<file path="src/rtl/mem_fairness_monitor.sv">
// Fairness monitor for N memory request/grant channels and the core irq line.
// Every rule is reported as a sticky violation flag; any_viol ORs them all.
module mem_fairness_monitor #(
    parameter int NCH         = 2,
    parameter int CNT_W       = 5,
    parameter int MAX_DELAY   = 5,
    parameter int ERR_MODE    = 0,
    parameter int ERR_WINDOW  = 16,
    parameter int IRQ_MODE    = 0,
    parameter int IRQ_MIN_GAP = 8
) (
    input  logic               g_clk,
    input  logic               g_resetn,
    input  logic [NCH-1:0]     req,
    input  logic [NCH-1:0]     gnt,
    input  logic [NCH-1:0]     err,
    input  logic               irq,
    input  logic               clr,
    output logic [NCH-1:0]     delay_viol,
    output logic [NCH-1:0]     proto_viol,
    output logic [NCH-1:0]     err_viol,
    output logic               irq_viol,
    output logic [NCH*CNT_W-1:0] max_wait,
    output logic               any_viol
);

    localparam int EG_W = $clog2(ERR_WINDOW + 1);
    localparam int IG_W = $clog2(IRQ_MIN_GAP + 1);
    localparam logic [CNT_W-1:0] W_SAT  = '1;
    localparam logic [CNT_W-1:0] W_ONE  = CNT_W'(1);
    localparam logic [CNT_W-1:0] D_THR  = CNT_W'(MAX_DELAY - 1);
    localparam logic [EG_W-1:0]  EG_MAX = EG_W'(ERR_WINDOW);
    localparam logic [EG_W-1:0]  EG_ONE = EG_W'(1);
    localparam logic [IG_W-1:0]  IG_MAX = IG_W'(IRQ_MIN_GAP);
    localparam logic [IG_W-1:0]  IG_ONE = IG_W'(1);

    logic [CNT_W-1:0] w      [NCH];
    logic [CNT_W-1:0] w_nxt  [NCH];
    logic [CNT_W-1:0] mw     [NCH];
    logic [EG_W-1:0]  eg     [NCH];
    logic [EG_W-1:0]  eg_nxt [NCH];
    logic [NCH-1:0]   pend;
    logic [NCH-1:0]   rsp;
    logic [NCH-1:0]   stall;
    logic [NCH-1:0]   d_set;
    logic [NCH-1:0]   p_set;
    logic [NCH-1:0]   e_smp;
    logic [NCH-1:0]   e_set;
    logic [IG_W-1:0]  ig;
    logic             irq_q;
    logic             rise;
    logic             i_set;

    always_comb begin
        stall = req & ~gnt;
        d_set = '0;
        p_set = '0;
        e_smp = rsp & err;
        e_set = '0;
        for (int i = 0; i < NCH; i++) begin
            w_nxt[i] = '0;
            if (stall[i])
                w_nxt[i] = (w[i] == W_SAT) ? w[i] : w[i] + W_ONE;
            d_set[i] = stall[i] && (w[i] == D_THR);
            p_set[i] = pend[i] && !req[i];
            e_set[i] = e_smp[i] && ((ERR_MODE == 0) || (eg[i] < EG_MAX));
            if (e_smp[i])
                eg_nxt[i] = '0;
            else
                eg_nxt[i] = (eg[i] == EG_MAX) ? eg[i] : eg[i] + EG_ONE;
        end
        rise  = irq && !irq_q;
        i_set = (IRQ_MODE == 0) ? irq : (rise && (ig < IG_MAX));
    end

    // A withdrawn request is consumed by the violation, so pending tracks
    // only the immediately preceding stalled cycle.
    always_ff @(posedge g_clk or negedge g_resetn) begin
        if (!g_resetn) begin
            for (int i = 0; i < NCH; i++) begin
                w[i]  <= '0;
                mw[i] <= '0;
                eg[i] <= EG_MAX;
            end
            pend       <= '0;
            rsp        <= '0;
            delay_viol <= '0;
            proto_viol <= '0;
            err_viol   <= '0;
            irq_viol   <= 1'b0;
            irq_q      <= 1'b0;
            ig         <= IG_MAX;
        end else begin
            for (int i = 0; i < NCH; i++) begin
                w[i]  <= w_nxt[i];
                eg[i] <= eg_nxt[i];
                if (clr)
                    mw[i] <= '0;
                else if (w_nxt[i] > mw[i])
                    mw[i] <= w_nxt[i];
            end
            pend       <= stall;
            rsp        <= req & gnt;
            delay_viol <= (delay_viol & ~{NCH{clr}}) | d_set;
            proto_viol <= (proto_viol & ~{NCH{clr}}) | p_set;
            err_viol   <= (err_viol & ~{NCH{clr}}) | e_set;
            irq_viol   <= (irq_viol & !clr) | i_set;
            irq_q      <= irq;
            if (rise)
                ig <= '0;
            else if (ig != IG_MAX)
                ig <= ig + IG_ONE;
        end
    end

    for (genvar i = 0; i < NCH; i++) begin : g_mw
        assign max_wait[i*CNT_W +: CNT_W] = mw[i];
    end

    assign any_viol = |{delay_viol, proto_viol, err_viol, irq_viol};

endmodule
</file>
<file path="config.mk">
export PLATFORM = sky130hd
export DESIGN_NAME = mem_fairness_monitor
export DESIGN_NICKNAME = d
export VERILOG_FILES = /design/src/rtl/mem_fairness_monitor.sv
export SDC_FILE = /design/constraint.sdc
export NUM_CORES = 1
export LEC_CHECK = 0
export CAP_MARGIN = 20
export CORE_UTILIZATION = 57
export CTS_BUF_LIST = sky130_fd_sc_hd__clkbuf_16
export DETAILED_ROUTE_END_ITERATION = 7
export PLACE_DENSITY = 0.89
export SLEW_MARGIN = 20
export SYNTH_ARGS = -nofsm -noshare
export SYNTH_HDL_FRONTEND = slang
export SYNTH_SLANG_ARGS = --single-unit
</file>
<file path="constraint.sdc">
create_clock -name g_clk -period 5.5 [get_ports g_clk]
set_input_delay 1.1 -clock g_clk [delete_from_list [all_inputs] [get_ports g_clk]]
set_output_delay 1.1 -clock g_clk [all_outputs]
set_load 0.005 [all_outputs]
</file>
# [Yosys cells after proc, flatten, opt, wreduce, memory -nomap -nowiden]
# Index checks and enable logic that the tools add are counted.
# Widths: inputs -> output; s select.
[op_classes] n_addsub=2 magnitude_cmp=2 eq_ne=4 muxes=8 bitwise=13 n_reduce_logical=10
[ops] op="$mux 5" count=8
[ops] op="$and 2x2->2" count=6
[ops] op="$add 5x1->5 const B" count=2
[ops] op="$eq 5x3->1 const B" count=2
[ops] op="$eq 5x5->1 const B" count=2
[ops] op="$gt 5x5->1" count=2
[ops] op="$reduce_or 7->1" count=1
[ops] op="$or 2x2->2" count=3
[ops] op="$logic_and 1x1->1" count=4
[ops] op="$not 2->2" count=2
[ops] op="$reduce_bool 2->1" count=2
[ops] op="$logic_not 1->1" count=3
[ops] op="$and 1x1->1" count=1
[ops] op="$or 1x1->1" count=1
[word_totals] regBits=31 inputBits=10 out_inout_bits=18 wordCells=49

# [Depth between registers and ports, before layout]
[logic_depth] depth_word=6 depth_mapped=12 depth_no_buf=11

# [Least setup slack after synthesis]
# OpenSTA, ideal clock, no wires.
[synth_path] path_type="input to register" startpoint="input gnt[1]" endpoint="register mw, in the netlist max_wait[8]" setup_time_ps=128 arrival_ps=2995 required_ps=5372 setup_slack_ps=2378 cell_stages=11 path_cell_list="nand2b_1 > inv_2 > o21ai_0 > a31oi_1 > ha_1 > nand2_1 > nor2_1 > mux2_4 > or4_1 > o31ai_1 > nor3_1"
[synth_rtl] item="from (decl)" line="15" rtl="input logic [NCH-1:0] gnt,"
[synth_rtl] item="to (signal, indexed assignment)" line="100" rtl="mw[i] <= w_nxt[i];"
[synth_rtl] item="to (decl)" line="39" rtl="logic [CNT_W-1:0] mw [NCH];"

==> summary.txt <==
crit path max fanout - 9
Tot Pwr - 0.719 mW
Worst R2R Start - w[6]
count of final hold-check violations - 0
Post-Syn Area - 1930 um2
Ports - 28
FMAX - 0.273 GHz
cts bufs inserted - 5
post-synth cell types - 47
yosys warns - 0
WP buf/inv - 2
maxcap violations - 0
sequential area share after synthesis - 0.401
# nets final - 250
synth-to-layout area growth - 23.3%
Data arrival, critical path - 3.79 ns
H-tree levels - 2
clk slew on worst S/H paths - 0.05 ns
R2R cell count - 11
fin util - 0.762
Post-synth EDFFs - 0
share of cells above drive strength 1 - 0.0693
kind of critical path - primary input to flip-flop
Critical Path RT - 5.62 ns
HPWL Detailed - 3.03 mm
gp weighted congestion - 0.891
Worst-Margin Slew - 0.555 ns
initial drt markers - 70
PortBufs - 27
Post-CTS Hold Buffers - 0
setup_tns - 0 ns
HP Start - rsp[0]
die area - 3630 um2
Worst path max stage delay - 0.53 ns
GRT Util Overall - 0.281
grt ovf - 0
Synth Instances - 198
Avg Inst Size Synth - 9.77 um2
Slew headroom - 0.619
status - finished clean
chip width - 60.3 um
core area - 3130 um2
aggregate routed wire length - 4.38 mm
max-slew violation count - 0
Routed wire per std cell - 15.9 um
Crit Reg-Reg Endpoint - max_wait[0]
Min Clock Period, post-route - 3.66 ns
Post-CTS Setup Repair Bufs - 0
Worst setup EP type - flip-flop
drt first pass iters - 4
PwrDens - 301 nW/um2
Min-Delay Path Depth - 2
ys flop type - dfrtp_1
fin worst setup slack - 1.84 ns
largest net degree at the start of global routing - 32
die height - 60.3 um
Hold EP - err_viol[0]
starting density of the core - 0.618
Place WS - 1.57 ns
clock root cell - clkbuf_16
Hold Crit Class - flip-flop to flip-flop
family with the most delay on the worst path - compound AO/OA/AOI/OAI gates
worst skew pair latency - 0.27 ns
row count - 20
Synth Net Count - 218
initial antenna violation count - 0
Clock Path Buffers - 2
critical path's slowest cell - clkdlybuf4s50_1
PostCTS Resize Cnt - 0
Setup violations, final - 0
Vias/cell - 5.99
vias - 1648
vias in the first global route - 1573
FF+latch count, synth - 31
Tcrit/Tclk final - 0.666
CTS sink cnt - 31
global-route wire length before repair - 7.18 mm
crit start category - primary input
Async SR Flop Fraction - 1.00
Peak VDD IR - 0.272 mV
Antenna Cells - 0
reg2reg setup slack - 2.55 ns
CTS tree - yes
# DRC - 0
Final Skew - 0.00816 ns
Final ANT Viol Nets - 0
LEAKAGE - 1.08 nW
RSZ-0062 raised after global routing - false
Cell Chain, Critical Path - clkdlybuf4s50_1 > nand2b_1 > inv_2 > o21ai_0 > a31oi_1 > ha_1 > nor3b_1 > a311oi_4 > nor3_2 > o31ai_1 > a21oi_1
## cells in the mapped netlist (3+ instances only)
| library cell | instances | area [um2] |
|---|---|---|
| a32oi_1 | 3 | 26.3 |
| nand2_1 | 18 | 67.6 |
| xnor2_1 | 4 | 35.0 |
| a22o_1 | 3 | 26.3 |
| ha_1 | 10 | 125 |
| nor2_1 | 8 | 30.0 |
| a31oi_1 | 4 | 25.0 |
| o31ai_1 | 7 | 52.6 |
| inv_1 | 23 | 86.3 |
| and2_1 | 4 | 25.0 |
| o22ai_1 | 3 | 18.8 |
| dfrtp_1 | 31 | 776 |
| o21ai_0 | 3 | 15.0 |
| a221oi_1 | 3 | 26.3 |
| or3_1 | 3 | 18.8 |
| nand2b_1 | 3 | 18.8 |
| mux2i_1 | 12 | 120 |
| nand4_1 | 6 | 37.5 |
| a21oi_1 | 10 | 50.1 |
| and3_1 | 3 | 18.8 |
## worst min-delay path: cells and delay by family, from the launching register on
family,cells,cell delay (ns)
flops,1,0.31
compound gates,1,0.07
simple gates,1,0.05
## logic make-up (layout without fill, tap and decap cells)
group	count (synthesis)	in the layout	share of synthesized area
compound gates	52	52	0.209
xor+xnor	4	4	0.0181
fa+ha+maj	12	12	0.0750
buf+inv	28	61	0.0582
flops	31	31	0.401
mux	14	14	0.0815
simple gates	57	57	0.157
## final cells by class
type | count | area [um2]
Fill cell | 207 | 743
Sequential cell | 31 | 776
Clock inverter | 3 | 11.3
Clock buffer | 5 | 125
Tap cell | 44 | 55.1
Timing Repair Buffer | 28 | 278
Inverter | 25 | 93.8
Multi-Input combinational cell | 139 | 1050
## how the worst max path moves through the flow
stage	to	start	depth (start not counted)
6_report	max_wait[6]	req[1]	11
3_5_place_dp	max_wait[6]	req[1]	11
5_1_grt	max_wait[6]	req[1]	11
3_3_place_gp	max_wait[8]	req[1]	12
4_1_cts	max_wait[6]	req[1]	11
2_1_floorplan	max_wait[8]	gnt[1]	11
## per-layer routing
metal | up-vias | part of all wire | GRT usage
li1 | 789 | - | -
met5 | - | 0 | 0
met1 | 793 | 0.43 | 0.326
met2 | 56 | 0.49 | 0.466
met4 | 0 | 0.028 | 0.136
met3 | 10 | 0.048 | 0.0887
## power breakdown
part           total, mW  internal [mW]  switching (mW)
clock              0.249          0.162          0.0870
combinational      0.207          0.102           0.105
sequential         0.263          0.247          0.0165
total              0.719          0.511           0.208
## cells in the final DEF (no fill, tap or decap), types with 3 or more instances in the layout
cell type and instances:
dfrtp_1 31, clkdlybuf4s50_1 27, inv_1 24, nand2_1 18
mux2i_1 12, a21oi_1 10, ha_1 10, nor2_1 8
o31ai_1 7, nand4_1 6, clkbuf_16 5, a31oi_1 4
and2_1 4, xnor2_1 4, nand2b_1 3, and3_1 3
o21ai_0 3, o22ai_1 3, a22o_1 3, or3_1 3
a32oi_1 3, a221oi_1 3
## per-stage QoR
stage               instances  cell area [um2]  hold WS (ns)
floorplan                 198             1930         0.429
detailed placement        267             2250         0.462
global placement          267             2250         0.446
CTS                       275             2380         0.473
global route              275             2380         0.500
finish                    275             2380         0.467
## state kept, by name, indices dropped and copies added, names as in the netlist
name / count
max_wait: 10
w: 10
rsp: 2
irq_viol: 1
pend: 2
proto_viol: 2
err_viol: 2
delay_viol: 2
No activity file was read; power rests on OpenSTA's default activity.
==> edit: new RTL, same flow settings <==
Set the parameter `ERR_MODE` to 1 (it was 0).
--- a/src/rtl/mem_fairness_monitor.sv
+++ b/src/rtl/mem_fairness_monitor.sv
@@ -4,7 +4,7 @@
     parameter int NCH         = 2,
     parameter int CNT_W       = 5,
     parameter int MAX_DELAY   = 5,
-    parameter int ERR_MODE    = 0,
+    parameter int ERR_MODE    = 1,
     parameter int ERR_WINDOW  = 16,
     parameter int IRQ_MODE    = 0,
     parameter int IRQ_MIN_GAP = 8
Check against the original RTL: not equivalent (a bounded check fails within 4 cycles, from zero or initial values and one cycle with g_resetn low).
==> edit against the original RTL <==
- design area rose by 21%
- area after synthesis rose by 26%
- sequential share of layout area rose by 3.2 points
- routed wire length rose by 15%
- setup slack got worse by 0.070 ns
- clock power rose by 15%
- global-route usage fell by 3.1 points
- power rose by 46%
- sequential cell count rose by 10
- combinational power rose by 69%
- maximum frequency fell by 1.9%
- highest routed layer unchanged
==> edit: results (changes against the original RTL) <==
| Metric | Value |
|---|---|
| Number of global-route vias before repair | 1793 (+14%) |
| Post-layout net count | 303 (+21%) |
| R2R Setup Slk | 2.46 ns (-0.09 ns) |
| Tightest Pin Transition | 0.912 ns (+0.357 ns) |
| Total track usage | 25.0% (-3.1 points) |
| Sequential-to-total area share from yosys stat | 42.2% (+2.1 points) |
| Layout cell share with drive strength beyond 1 | 7.50% (+0.57 points) |
| Initial detailed-routing violation count | 101 (+44%) |
| Final wirelength | 5030 microns (+15%) |
| Period utilization | 67.9% (+1.3 points) |
| Share of power burned in registers | 39.7% (+3.0 points) |
| First-pass GRT wire length | 8220 microns (+15%) |
| Compound-Gate Fraction of Synth Area | 15.7% (-5.2 points) |
| Commonest cells post-synth | 39 x dfrtp_1, 29 x inv_1, 21 x nor2_1 |
| Min-delay src | pend[1] |
| CP arrival | 3.90 ns (+0.11 ns) |
| Setup WS pre-CTS | 1.54 ns (-0.0243 ns) |
| Clk_lat worst skew | 0.29 ns (+0.02 ns) |
| Crit. Startpoint | req[0] |
| Hold path endpoint | proto_viol[1] |
| Core ar. | 4060 sq um (+30%) |
| Largest net degree at the start of global routing | 42 (+31%) |
| Adder-Cell Fraction of Synth Area | 7.19% (-0.31 points) |
| Max VDD drop | 159 uV (-41%) |
| Mux cell area share after synthesis | 7.70% (-0.45 points) |
| Leak pwr | 0.00134 uW (+24%) |
| Internal power | 704 uW (+38%) |
| Status | complete, no violations |
| Worst hold path depth | 1 (-1) |
| Via count | 1898 (+15%) |
| Reg2reg end | max_wait[4] |
==> edit: cell count changes after synthesis, sizes merged, moves of 3 or more <==
cell,change
xnor2,+4
o21ai,+6
inv,+5
a21oi,-4
o31ai,-6
a32oi,-3
nand3,+4
dfrtp,+8
xor2,+3
nand4,-3
ha,+4
nor2,+13
clkbuf,+5
mux2i,+3
==> edit: stage by stage <==
step                cell area [sq um]  util, %  power [uW]  hold WS, ns  instances
finish                           2880     71.0        1050        0.478        330
global route                     2880     71.0        1120        0.494        330
CTS                              2880     71.0        1060        0.486        330
detailed placement               2740     67.5         764        0.454        322
global placement                 2740     67.5         751        0.443        322
floorplan                        2440        -         664        0.439        252
==> edit: power groups by stage <==
stage | Sequential [uW] | Clock (uW) | Combinational, uW
after floorplan | 409 | 0 | 255
final | 417 | 286 | 349
after global placement | 417 | 0 | 334
after CTS | 417 | 293 | 349
after global routing | 423 | 304 | 397
after detailed placement | 422 | 0 | 343
==> edit: layer usage <==
metal / routed length [microns] / track usage (%) / vias to the layer above
met5: 0 / 0 / -
li1: - / - / 932
met2: 2330 / 38.6 / 52
met4: 91 / 10.1 / 0
met3: 213 / 5.74 / 9
met1: 2400 / 33.7 / 905
==> edit: critical path: stages <==
cell,delay (ns)
clkdlybuf4s50_1,0.53
nand2b_1,0.14
inv_2,0.09
o21ai_0,0.07
a31oi_1,0.29
ha_1,0.24
nand2_1,0.08
nor2_1,0.12
mux2i_1,0.18
a211o_1,0.35
a221oi_4,0.37
mux2_4,0.33
==> edit: area by class of cell <==
type                    count  area (sq um)
clock buffers               5           125
clock inverters             3          17.5
fillers                   288          1180
inverters                  30           113
multi-input cells         174          1270
flip-flops and latches     41          1030
well taps                  50          62.6
repair buffers             27           265
